==> src/rtl/qeciphy_rx_channeldecoder_param.sv <==
// RX channel decoder: validates sync header and XOR checksum of each line word,
// tracks link lock (DISABLED/HUNT/LOCKED/FAULT) and forwards good data frames.
module qeciphy_rx_channeldecoder_param #(
    parameter int DATA_W    = 64,
    parameter int LOCK_CNT  = 4,
    parameter int MAX_ERR   = 3,
    parameter int ERR_CNT_W = 8
) (
    input  logic                 clk_i,
    input  logic                 rst_i,
    input  logic                 enable_i,
    input  logic [DATA_W-1:0]    tdata_i,
    output logic [DATA_W-1:0]    tdata_o,
    output logic                 tvalid_o,
    output logic                 rx_rdy_o,
    output logic                 remote_rx_rdy_o,
    output logic                 rx_fault_fatal_o,
    output logic [3:0]           rx_error_code_o,
    output logic [ERR_CNT_W-1:0] err_cnt_o
);

    localparam int NBYTES = DATA_W / 8;
    localparam int GOOD_W = $clog2(LOCK_CNT + 1);
    localparam int BAD_W  = $clog2(MAX_ERR + 1);

    localparam logic [3:0] CODE_NONE  = 4'h0;
    localparam logic [3:0] CODE_SYNC  = 4'h1;
    localparam logic [3:0] CODE_CSUM  = 4'h2;
    localparam logic [3:0] CODE_FATAL = 4'h3;

    typedef enum logic [1:0] {
        ST_DISABLED,
        ST_HUNT,
        ST_LOCKED,
        ST_FAULT
    } state_t;

    state_t                 state_reg, state_next;
    logic [GOOD_W-1:0]      good_cnt_reg, good_cnt_next;
    logic [BAD_W-1:0]       bad_cnt_reg, bad_cnt_next;
    logic [ERR_CNT_W-1:0]   err_cnt_reg, err_cnt_next;
    logic [3:0]             code_reg, code_next;
    logic                   remote_reg, remote_next;
    logic                   tvalid_reg, tvalid_next;
    logic [DATA_W-1:0]      tdata_reg, tdata_next;

    logic [7:0] byte_arr [NBYTES];
    logic [7:0] hdr;
    logic [7:0] csum_calc;
    logic       sync_ok;
    logic       csum_ok;
    logic       frame_good;

    genvar gi;
    generate
        for (gi = 0; gi < NBYTES; gi++) begin : g_bytes
            assign byte_arr[gi] = tdata_i[gi*8 +: 8];
        end
    endgenerate

    assign hdr = byte_arr[NBYTES-1];

    // Checksum covers every byte except the checksum byte itself (byte 0).
    always_comb begin
        csum_calc = 8'h00;
        for (int i = 1; i < NBYTES; i++) begin
            csum_calc = csum_calc ^ byte_arr[i];
        end
    end

    assign sync_ok    = (hdr[7:2] == 6'b101101);
    assign csum_ok    = (csum_calc == byte_arr[0]);
    assign frame_good = sync_ok && csum_ok;

    always_comb begin
        state_next    = state_reg;
        good_cnt_next = good_cnt_reg;
        bad_cnt_next  = bad_cnt_reg;
        err_cnt_next  = err_cnt_reg;
        code_next     = code_reg;
        remote_next   = remote_reg;
        tvalid_next   = 1'b0;
        tdata_next    = tdata_reg;

        // Disable wins over any frame event evaluated in the same cycle.
        if (!enable_i) begin
            state_next    = ST_DISABLED;
            good_cnt_next = '0;
            bad_cnt_next  = '0;
            err_cnt_next  = '0;
            code_next     = CODE_NONE;
            remote_next   = 1'b0;
        end else begin
            case (state_reg)
                ST_DISABLED: begin
                    state_next = ST_HUNT;
                end
                ST_HUNT: begin
                    if (frame_good) begin
                        if (good_cnt_reg == GOOD_W'(LOCK_CNT - 1)) begin
                            state_next    = ST_LOCKED;
                            good_cnt_next = '0;
                            bad_cnt_next  = '0;
                            remote_next   = hdr[0];
                        end else begin
                            good_cnt_next = good_cnt_reg + GOOD_W'(1);
                        end
                    end else begin
                        good_cnt_next = '0;
                    end
                end
                ST_LOCKED: begin
                    if (frame_good) begin
                        bad_cnt_next = '0;
                        remote_next  = hdr[0];
                        if (hdr[1]) begin
                            tvalid_next = 1'b1;
                            tdata_next  = tdata_i;
                        end
                    end else begin
                        bad_cnt_next = bad_cnt_reg + BAD_W'(1);
                        if (err_cnt_reg != '1) begin
                            err_cnt_next = err_cnt_reg + ERR_CNT_W'(1);
                        end
                        code_next = sync_ok ? CODE_CSUM : CODE_SYNC;
                        if (bad_cnt_reg == BAD_W'(MAX_ERR - 1)) begin
                            state_next   = ST_FAULT;
                            bad_cnt_next = '0;
                            code_next    = CODE_FATAL;
                            remote_next  = 1'b0;
                        end
                    end
                end
                ST_FAULT: begin
                    code_next   = CODE_FATAL;
                    remote_next = 1'b0;
                end
                default: begin
                    state_next = ST_DISABLED;
                end
            endcase
        end
    end

    always_ff @(posedge clk_i or posedge rst_i) begin
        if (rst_i) begin
            state_reg    <= ST_DISABLED;
            good_cnt_reg <= '0;
            bad_cnt_reg  <= '0;
            err_cnt_reg  <= '0;
            code_reg     <= CODE_NONE;
            remote_reg   <= 1'b0;
            tvalid_reg   <= 1'b0;
            tdata_reg    <= '0;
        end else begin
            state_reg    <= state_next;
            good_cnt_reg <= good_cnt_next;
            bad_cnt_reg  <= bad_cnt_next;
            err_cnt_reg  <= err_cnt_next;
            code_reg     <= code_next;
            remote_reg   <= remote_next;
            tvalid_reg   <= tvalid_next;
            tdata_reg    <= tdata_next;
        end
    end

    assign tdata_o          = tdata_reg;
    assign tvalid_o         = tvalid_reg;
    assign rx_rdy_o         = (state_reg == ST_LOCKED);
    assign rx_fault_fatal_o = (state_reg == ST_FAULT);
    assign remote_rx_rdy_o  = remote_reg;
    assign rx_error_code_o  = code_reg;
    assign err_cnt_o        = err_cnt_reg;

endmodule

==> config.mk <==
export PLATFORM = sky130hd
export DESIGN_NAME = qeciphy_rx_channeldecoder_param
export DESIGN_NICKNAME = d
export VERILOG_FILES = /design/src/rtl/qeciphy_rx_channeldecoder_param.sv
export SDC_FILE = /design/constraint.sdc
export NUM_CORES = 1
export LEC_CHECK = 0
export ABC_AREA = 1
export ABC_CLOCK_PERIOD_IN_PS = 5110
export BUFFER_PORTS_ARGS = -buffer_cell sky130_fd_sc_hd__buf_2
export CAP_MARGIN = 15
export CORE_MARGIN = 4
export CORE_UTILIZATION = 56
export CTS_CLUSTER_DIAMETER = 50
export DETAILED_ROUTE_END_ITERATION = 16
export PLACE_DENSITY = 0.87
export SLEW_MARGIN = 20
export SYNTH_ARGS = -nofsm -noshare
export SYNTH_HDL_FRONTEND = slang
export SYNTH_SLANG_ARGS = --single-unit
==> constraint.sdc <==
create_clock -name clk_i -period 5.11 [get_ports clk_i]
set_clock_uncertainty 0.05 [all_clocks]
set_input_delay 0.2555 -clock clk_i [delete_from_list [all_inputs] [get_ports clk_i]]
set_output_delay 0.2555 -clock clk_i [all_outputs]
set_load 0.005 [all_outputs]
# == Word level (Yosys, flattened, before mapping) ==
# Cells that the tools add are included.
# word_totals
ff_bits,85
in_bits,67
out_inout_bits,80
word_cells,81
# op_classes
add_sub_neg,3
n_eq_ne,21
muxes,35
bitwise_logic,6
n_reduce_logical,8
# op_table
op,count
bitwise XOR 8 bit,6
two-way mux 8 bit,4
two-way mux 2 bit,12
two-way mux 3 bit,4
two-way mux 1 bit,9
!= test 3 bit (second input constant),3
adder 8 x 1 -> 8 bit (second input constant),1
equality test 8 bit,1
two-way mux 4 bit,2
!= test 4 x 1 -> 1 bit (second input constant),2
!= test 8 bit (second input constant),1
one-hot mux 4 bit (2 select lines),1
AND reduction 4 bit,2
equality test 2 bit (second input constant),3
equality test 6 bit (second input constant),1
!= test 2 x 1 -> 1 bit (second input constant),3
!= test 3 x 1 -> 1 bit (second input constant),2
one-hot mux 2 bit (3 select lines),1
AND reduction 3 bit,2
AND reduction 5 bit,1
!= test 4 x 2 -> 1 bit (second input constant),1
one-hot mux 2 bit (2 select lines),1
adder 3 x 1 -> 3 bit (second input constant),1
equality test 3 x 2 -> 1 bit (second input constant),1
8 further kinds,8

# == Longest topological paths before layout ==
# Gate-level depths: netlist (run 1).
# depth
ltp_word,11
ltp_mapped,21
mapped_depth_nobuf,20

# == Least setup slack after synthesis (run 1) ==
# OpenSTA, ideal clock, no wires.
# synth_timing
kind,in2reg
start,in tdata_i[17]
end,"reg tdata_reg[12], in the netlist tdata_o[12]"
setup_ns,0.130
t_arrival_ns,1.783
t_required_ns,4.930
setup_slack_ns,3.146
path_stages,20
path_buffers,2
path_cell_list,inv_1 -> nand2_1 -> nand2_1 -> nand2_1 -> nand2_1 -> inv_2 -> nand2_1 -> nand3_1 -> nand3_1 -> nand2_1 -> nor2_1 -> nand2_1 -> nor2_4 -> nand2_4 -> nor2_8 -> inv_4 -> buf_6 -> buf_6 -> nand2_1 -> o21ai_1
# synth_via
elab_chain_cells,9
# synth_lines
item,line,rtl
"start, declared",12,"input logic [DATA_W-1:0] tdata_i,"
bitwise XOR 8 bit (6 in series),67,csum_calc = csum_calc ^ byte_arr[i];
equality test 8 bit,72,assign csum_ok = (csum_calc == byte_arr[0]);
logical AND 1 bit,73,assign frame_good = sync_ok && csum_ok;
AND reduction 4 bit (no line),--,
"end signal, assigned",163,tdata_reg <= tdata_next;
"end, declared",45,"logic [DATA_W-1:0] tdata_reg, tdata_next;"
# No other way between the ends.
# A chain may end at the register's enable or synchronous reset.

# == Final worst setup path (run 1) ==
# layout_timing
start,in tdata_i[59]
end,"reg tdata_reg[56], in the netlist tdata_o[56]"
# layout_via
elab_chain_cells,4
elab_cells_between_ends,5
classes_between,eq/ne (2); bitwise (1); reduce/logical (2)
# layout_lines
item,line
bitwise XOR 8 bit,67
equality test 8 bit,72
logical AND 1 bit *,73
AND reduction 4 bit (no line) *,--
# Mark *: on every way between the ends. The rest lies on a longest branch, timed or not.

==> metrics.txt, run 1 <==
Clock Latency Late Sink=0.36 ns; vias=between 4000 and 5000; fraction of layout instances using a drive strength above 1=25.5%; status=completed; IO Port Bufs=144; Rel. slew slack=35.2%; met3 WL post-DR=905 um; Worst path depth=15; Worst path top cell family by delay=simple AND/OR/NAND/NOR gates; largest net degree at the start of global routing=105; buffer and inverter count on the worst path=3; flop-to-flop setup slack=2.79 ns; Power Dens Cells=270 nW/um2; Core ar.=7890 um2; Final Cycle Share=48.8%; vias in the first global route=between 4000 and 5000; Mapped Area=between 4000 and 5000 um2; Initial Utilization=roughly three fifths; Critical R2R Capture=tdata_o[56]; commonest non-fill, non-tap cell in the layout=nand2_1; CTS tree=yes; Worst Max-Slew Pin Slew=~0.97 ns; grt total ovfl=0; RSZ-0062 raised after global routing=false; Met1 Wirelength=4.89 mm; Primary FF master, synth=dfrtp_1; Min-Delay Path Class=in -> reg; drt wl/cell=13.0 um; Clk pin slew, worst setup/hold paths=0.08 ns; Avg Cell Area, Syn=7.15 um2; initial antenna violation count=2; post-DP HPWL=9.14 mm; GP Congestion=between 0.8 and 0.9; top sig layer=met5; min-delay src=tdata_i[22]; routed length on met2=5.57 mm; H-tree depth=3; clock buffer depth=2; Seq/Total Area, Yosys=44.8%; Worst EP required=5.26 ns; DRT Pass-1 Iters=5; minimum clock period=around 2.5 ns; antenna viol nets, final=0; DR vias/cell=5.11; die extent in x=99.0 um; worst path cell trace=buf_2 -> inv_2 -> nand4_1 -> nor3_1 -> nand2_1 -> nor2_1 -> nand2_1 -> nor2_1 -> nand2_1 -> nor2_4 -> nand2_4 -> nor2_8 -> inv_4 -> nand2_1 -> o21ai_1; Top Ports=147; leak pwr=about 3.5 nW; cell mode on critical path=nand2_1; slowest stage cell, crit path=nor3_1; die height=99.0 um; max-cap viol count=0; first-pass GRT wire length=19.8 mm; Total GRT Usage=24.4%; synthesis warning total=0; CP max FO=104; hold worst-path end=tdata_o[22]; clk root buf=clkbuf_8; Max Clk Rate=0.401 GHz; worst r2r src=state_reg[0]; setup TNS=0 ns; Final setup viols=0; # hold bufs at CTS=1; Yosys reg bits=83; slowest stage delay, CP=approximately 0.44 ns; hold depth=3; most frequent cells in the layout=nand2_1 (280), buf_2 (144), dfrtp_1 (83), inv_1 (62), nand3_1 (56); Post-Syn Instances=around 650; Post-layout nets=863; # rows=32; crit path kind=in -> reg; CTS Sinks=83; initial DRC count=between 200 and 250; die footprint=9790 um2; worst-case vdd ir drop=0.212 mV; CTS-repair resized insts=0; Fin. Hold Viols=0; Post-synth EDFFs=0; max reg flops=64; Synth cell types=31; Worst setup EP type=register; P&R area growth vs syn=20.6%; DRT Wirelength=11.7 mm; Async SR Flop Fraction=100%; Residual DRC=0; PnR worst setup slack=2.62 ns; R2R cell count=9; Critical Path AT=2.65 ns; startpoint class of the critical path=input pin; Num CTS Buffers=9; Slew Limit Fails=0; Setup Fix Bufs, Post-CTS=0; pre-CTS WS=2.33 ns
[layout make-up]
cell class                      instances  area, um2
Fill cell                             645       2300
Multi-Input combinational cell        460       2100
Sequential cell                        83       2080
Timing Repair Buffer                  146        738
Inverter                               90        342
Tap cell                              102        128
Clock buffer                            9        124
Clock inverter                          7       77.6
Antenna cell                            1       2.50
[cells in the mapped netlist (3+ instances only)]
cell | n | area [um2]
a21oi_1 | 8 | 40.0
nand2_1 | 280 | 1050
nor3_1 | 5 | 25.0
o21ai_1 | 36 | 180
inv_1 | 63 | 236
o21ai_0 | 17 | 85.1
ha_1 | 6 | 75.1
or2_2 | 5 | 31.3
o21ai_2 | 5 | 43.8
nor2_1 | 13 | 48.8
xor2_1 | 5 | 43.8
buf_6 | 7 | 78.8
dfrtp_1 | 83 | 2080
inv_2 | 26 | 97.6
o31ai_1 | 3 | 22.5
nand3b_1 | 9 | 67.6
clkbuf_1 | 3 | 11.3
nand3_1 | 56 | 280
[tightest hold or removal path, delay by kind of cell]
family / cells / cell delay [ns]
buffers and inverters: 1 / 0.09
and+or+nand+nor: 2 / 0.10
[cell families (layout without fill, tap and decap cells)]
| family | Yosys count | after routing | synth area share (%) |
|---|---|---|---|
| xor+xnor | 7 | 7 | 1.32 |
| buf+inv | 106 | 252 | 9.99 |
| simple gates | 375 | 375 | 34.0 |
| flops | 83 | 83 | 44.8 |
| compound gates | 70 | 70 | 8.16 |
| fa+ha+maj | 6 | 6 | 1.62 |
| other cells | 1 | 3 | 0.0809 |
[worst max path at each step]
| stage | startpoint | endpoint | slack [ns] |
|---|---|---|---|
| 2_1_floorplan | rst_i | bad_cnt_reg[0] | 2.67 |
| 3_3_place_gp | tdata_i[59] | tdata_o[37] | 2.37 |
| 3_5_place_dp | tdata_i[59] | tdata_o[39] | 2.33 |
| 4_1_cts | tdata_i[59] | tdata_o[39] | 2.70 |
| 5_1_grt | tdata_i[18] | tdata_o[56] | 2.35 |
| 6_report | tdata_i[59] | tdata_o[56] | 2.62 |
[layer usage]
layer  vias to the layer above  track usage (%)
li1                       2310                -
met1                      2104             30.5
met2                       152             40.7
met3                        23             5.73
met4                         2             10.2
met5                         -                0
[power breakdown]
group          leakage [nW]  internal (W)  switching, W
Combinational          2.20      0.000116      0.000215
Sequential             1.15      0.000679     0.0000189
Clock                0.0998      0.000229      0.000251
[stage by stage]
step / cells / utilization [%] / cell area [um2] / power (W) / hold WS (ns)
after global placement: 880 / 68.1 / 5370 / 0.00102 / 0.261
after global routing: 898 / 70.8 / 5590 / 0.00160 / 0.0732
after floorplan: 649 / - / 4640 / 0.000928 / 0.322
after CTS: 897 / 70.8 / 5580 / 0.00152 / 0.0551
after detailed placement: 880 / 68.1 / 5370 / 0.00104 / 0.268
final: 898 / 70.8 / 5590 / 0.00151 / 0.0751
Power figures use the tool's default switching activity.
==> run 2, diff against run 1 <==
ABC_CLOCK_PERIOD_IN_PS = 2500   (was 5110)
CORE_UTILIZATION = 52   (was 56)
PLACE_DENSITY = 0.81   (was 0.87)
clock period = 2.5 ns   (was 5.11 ns; I/O delays follow)
==> metrics.txt, run 2 (synthesis results as in run 1) <==
Worst Max-Slew Pin Slew=0.733 ns; Critical Path AT=around 2.5 ns; setup TNS=0 ns; most frequent cells in the layout=nand2_1 (279), buf_2 (144), dfrtp_1 (83), inv_1 (62), nand3_1 (56); die height=102 um; Initial Utilization=53.4%; P&R area growth vs syn=29.3%; Top Ports=147; IO Port Bufs=144; DRT Pass-1 Iters=5; vias in the first global route=~4700; Min-Delay Path Class=in -> reg; design area=approximately 6000 um2; grt total ovfl=0; Core Util, Final=a little under 70%; initial antenna violation count=0; overall power=0.00312 W; RSZ-0062 raised after global routing=false; crit path kind=in -> reg; n_diodes=0; Slew Limit Fails=0; die footprint=between 10000 and 15000 um2; max reg flops=64; max-cap viol count=0; Worst setup EP type=register; Worst EP required=2.71 ns; largest net degree at the start of global routing=105; post-DP HPWL=8.88 mm; Num CTS Buffers=9; CTS Sinks=83; instance area after placement=5400 um2; # fillers=between 700 and 800; clk root buf=clkbuf_8; clock buffer depth=2; H-tree depth=3; Clock Latency Late Sink=0.35 ns; vias=~4800; status=completed; Post-layout nets=approximately 900; GP Congestion=0.832; leak pwr=between 3 and 4 nW; Setup Fix Bufs, Post-CTS=0; # rows=34; Fin. Hold Viols=0; Total GRT Usage=24.2%; worst hold slack=0.0158 ns; drt wl/cell=13.1 um; minimum clock period=2.27 ns; Clk pin slew, worst setup/hold paths=0.07 ns; startpoint class of the critical path=input pin; Rel. slew slack=51.2%; CTS tree=yes; commonest non-fill, non-tap cell in the layout=nand2_1; Final setup viols=0; fraction of layout instances using a drive strength above 1=around a quarter; antenna viol nets, final=0; die extent in x=102 um; first-pass GRT wire length=20.4 mm; Core ar.=8680 um2; Final Cycle Share=90.8%; initial DRC count=208; worst-case vdd ir drop=0.293 mV; Residual DRC=0; DRT Wirelength=12.4 mm; DR vias/cell=5.07; CP max FO=104; Power Dens Cells=520 nW/um2; Max Clk Rate=0.441 GHz
[run 2: worst paths after layout]
kind,startpoint,endpoint,slack [ns],cells past startpoint
worst max-delay path,tdata_i[40],tdata_o[54],0.23,17
worst min-delay path,tdata_i[41],tdata_o[41],0.02,3
worst max register to register,state_reg[0],tdata_o[54],0.42,9
worst min register to register,tdata_o[0],tdata_o[0],0.42,2
max in group asynchronous,rst_i,bad_cnt_reg[0],1.68,4
min in group asynchronous,rst_i,err_cnt_o[1],0.34,4
[run 2: cell type report]
type / instances / area (um2) / share of cell area, %
inverters: 90 / 344 / 5.74
multi-input cells: 460 / 2100 / 35.1
well taps: 108 / 135 / 2.26
flip-flops and latches: 83 / 2080 / 34.7
clock buffers: 12 / 145 / 2.42
repair buffers: 185 / 1140 / 19.0
clock inverters: 4 / 50.0 / 0.836
[run 2: layer usage]
| layer | vias up | wire length (um) | track usage (%) |
|---|---|---|---|
| li1 | 2377 | - | - |
| met1 | 2234 | 5130 | 28.6 |
| met2 | 145 | 6220 | 44.5 |
| met3 | 19 | 795 | 4.85 |
| met4 | 0 | 236 | 6.96 |
| met5 | - | 0 | 0 |
[run 2: metrics by stage]
step / worst slack, ns / std cells
detailed placement: 0.0270 / 887
floorplan: 0.188 / 649
CTS: 0.0875 / 942
global placement: 0.125 / 887
finish: 0.230 / 942
global route: 0.0618 / 942
[run 2: critical path, cell delays in order]
cell and delay, ns:
dlygate4sd3_1 0.53, buf_2 0.13, inv_1 0.06, nand2_1 0.05, nand2_1 0.11, nand3_1 0.09, nand2_1 0.06, nor2_1 0.04
nand2_1 0.09, nor2_1 0.05, nand2_1 0.10, nor2_4 0.06, nand2_4 0.09, nor2_8 0.04, inv_6 0.49, nand2_1 0.13
o21ai_1 0.14
[run 2: timing repair]
action,in CTS,in global routing
gates resized for setup,0,2
hold buffers,39,0
hold endpoints to repair,121,0
endpoints found under the setup margin,0,61
[run 2: report_power, final]
part | internal, W | leakage, nW | switching (W) | total [W]
logic | 0.000279 | 2.37 | 0.000443 | 0.000722
registers | 0.00139 | 1.15 | 0.0000376 | 0.00142
clock network | 0.000489 | 0.0926 | 0.000482 | 0.000970
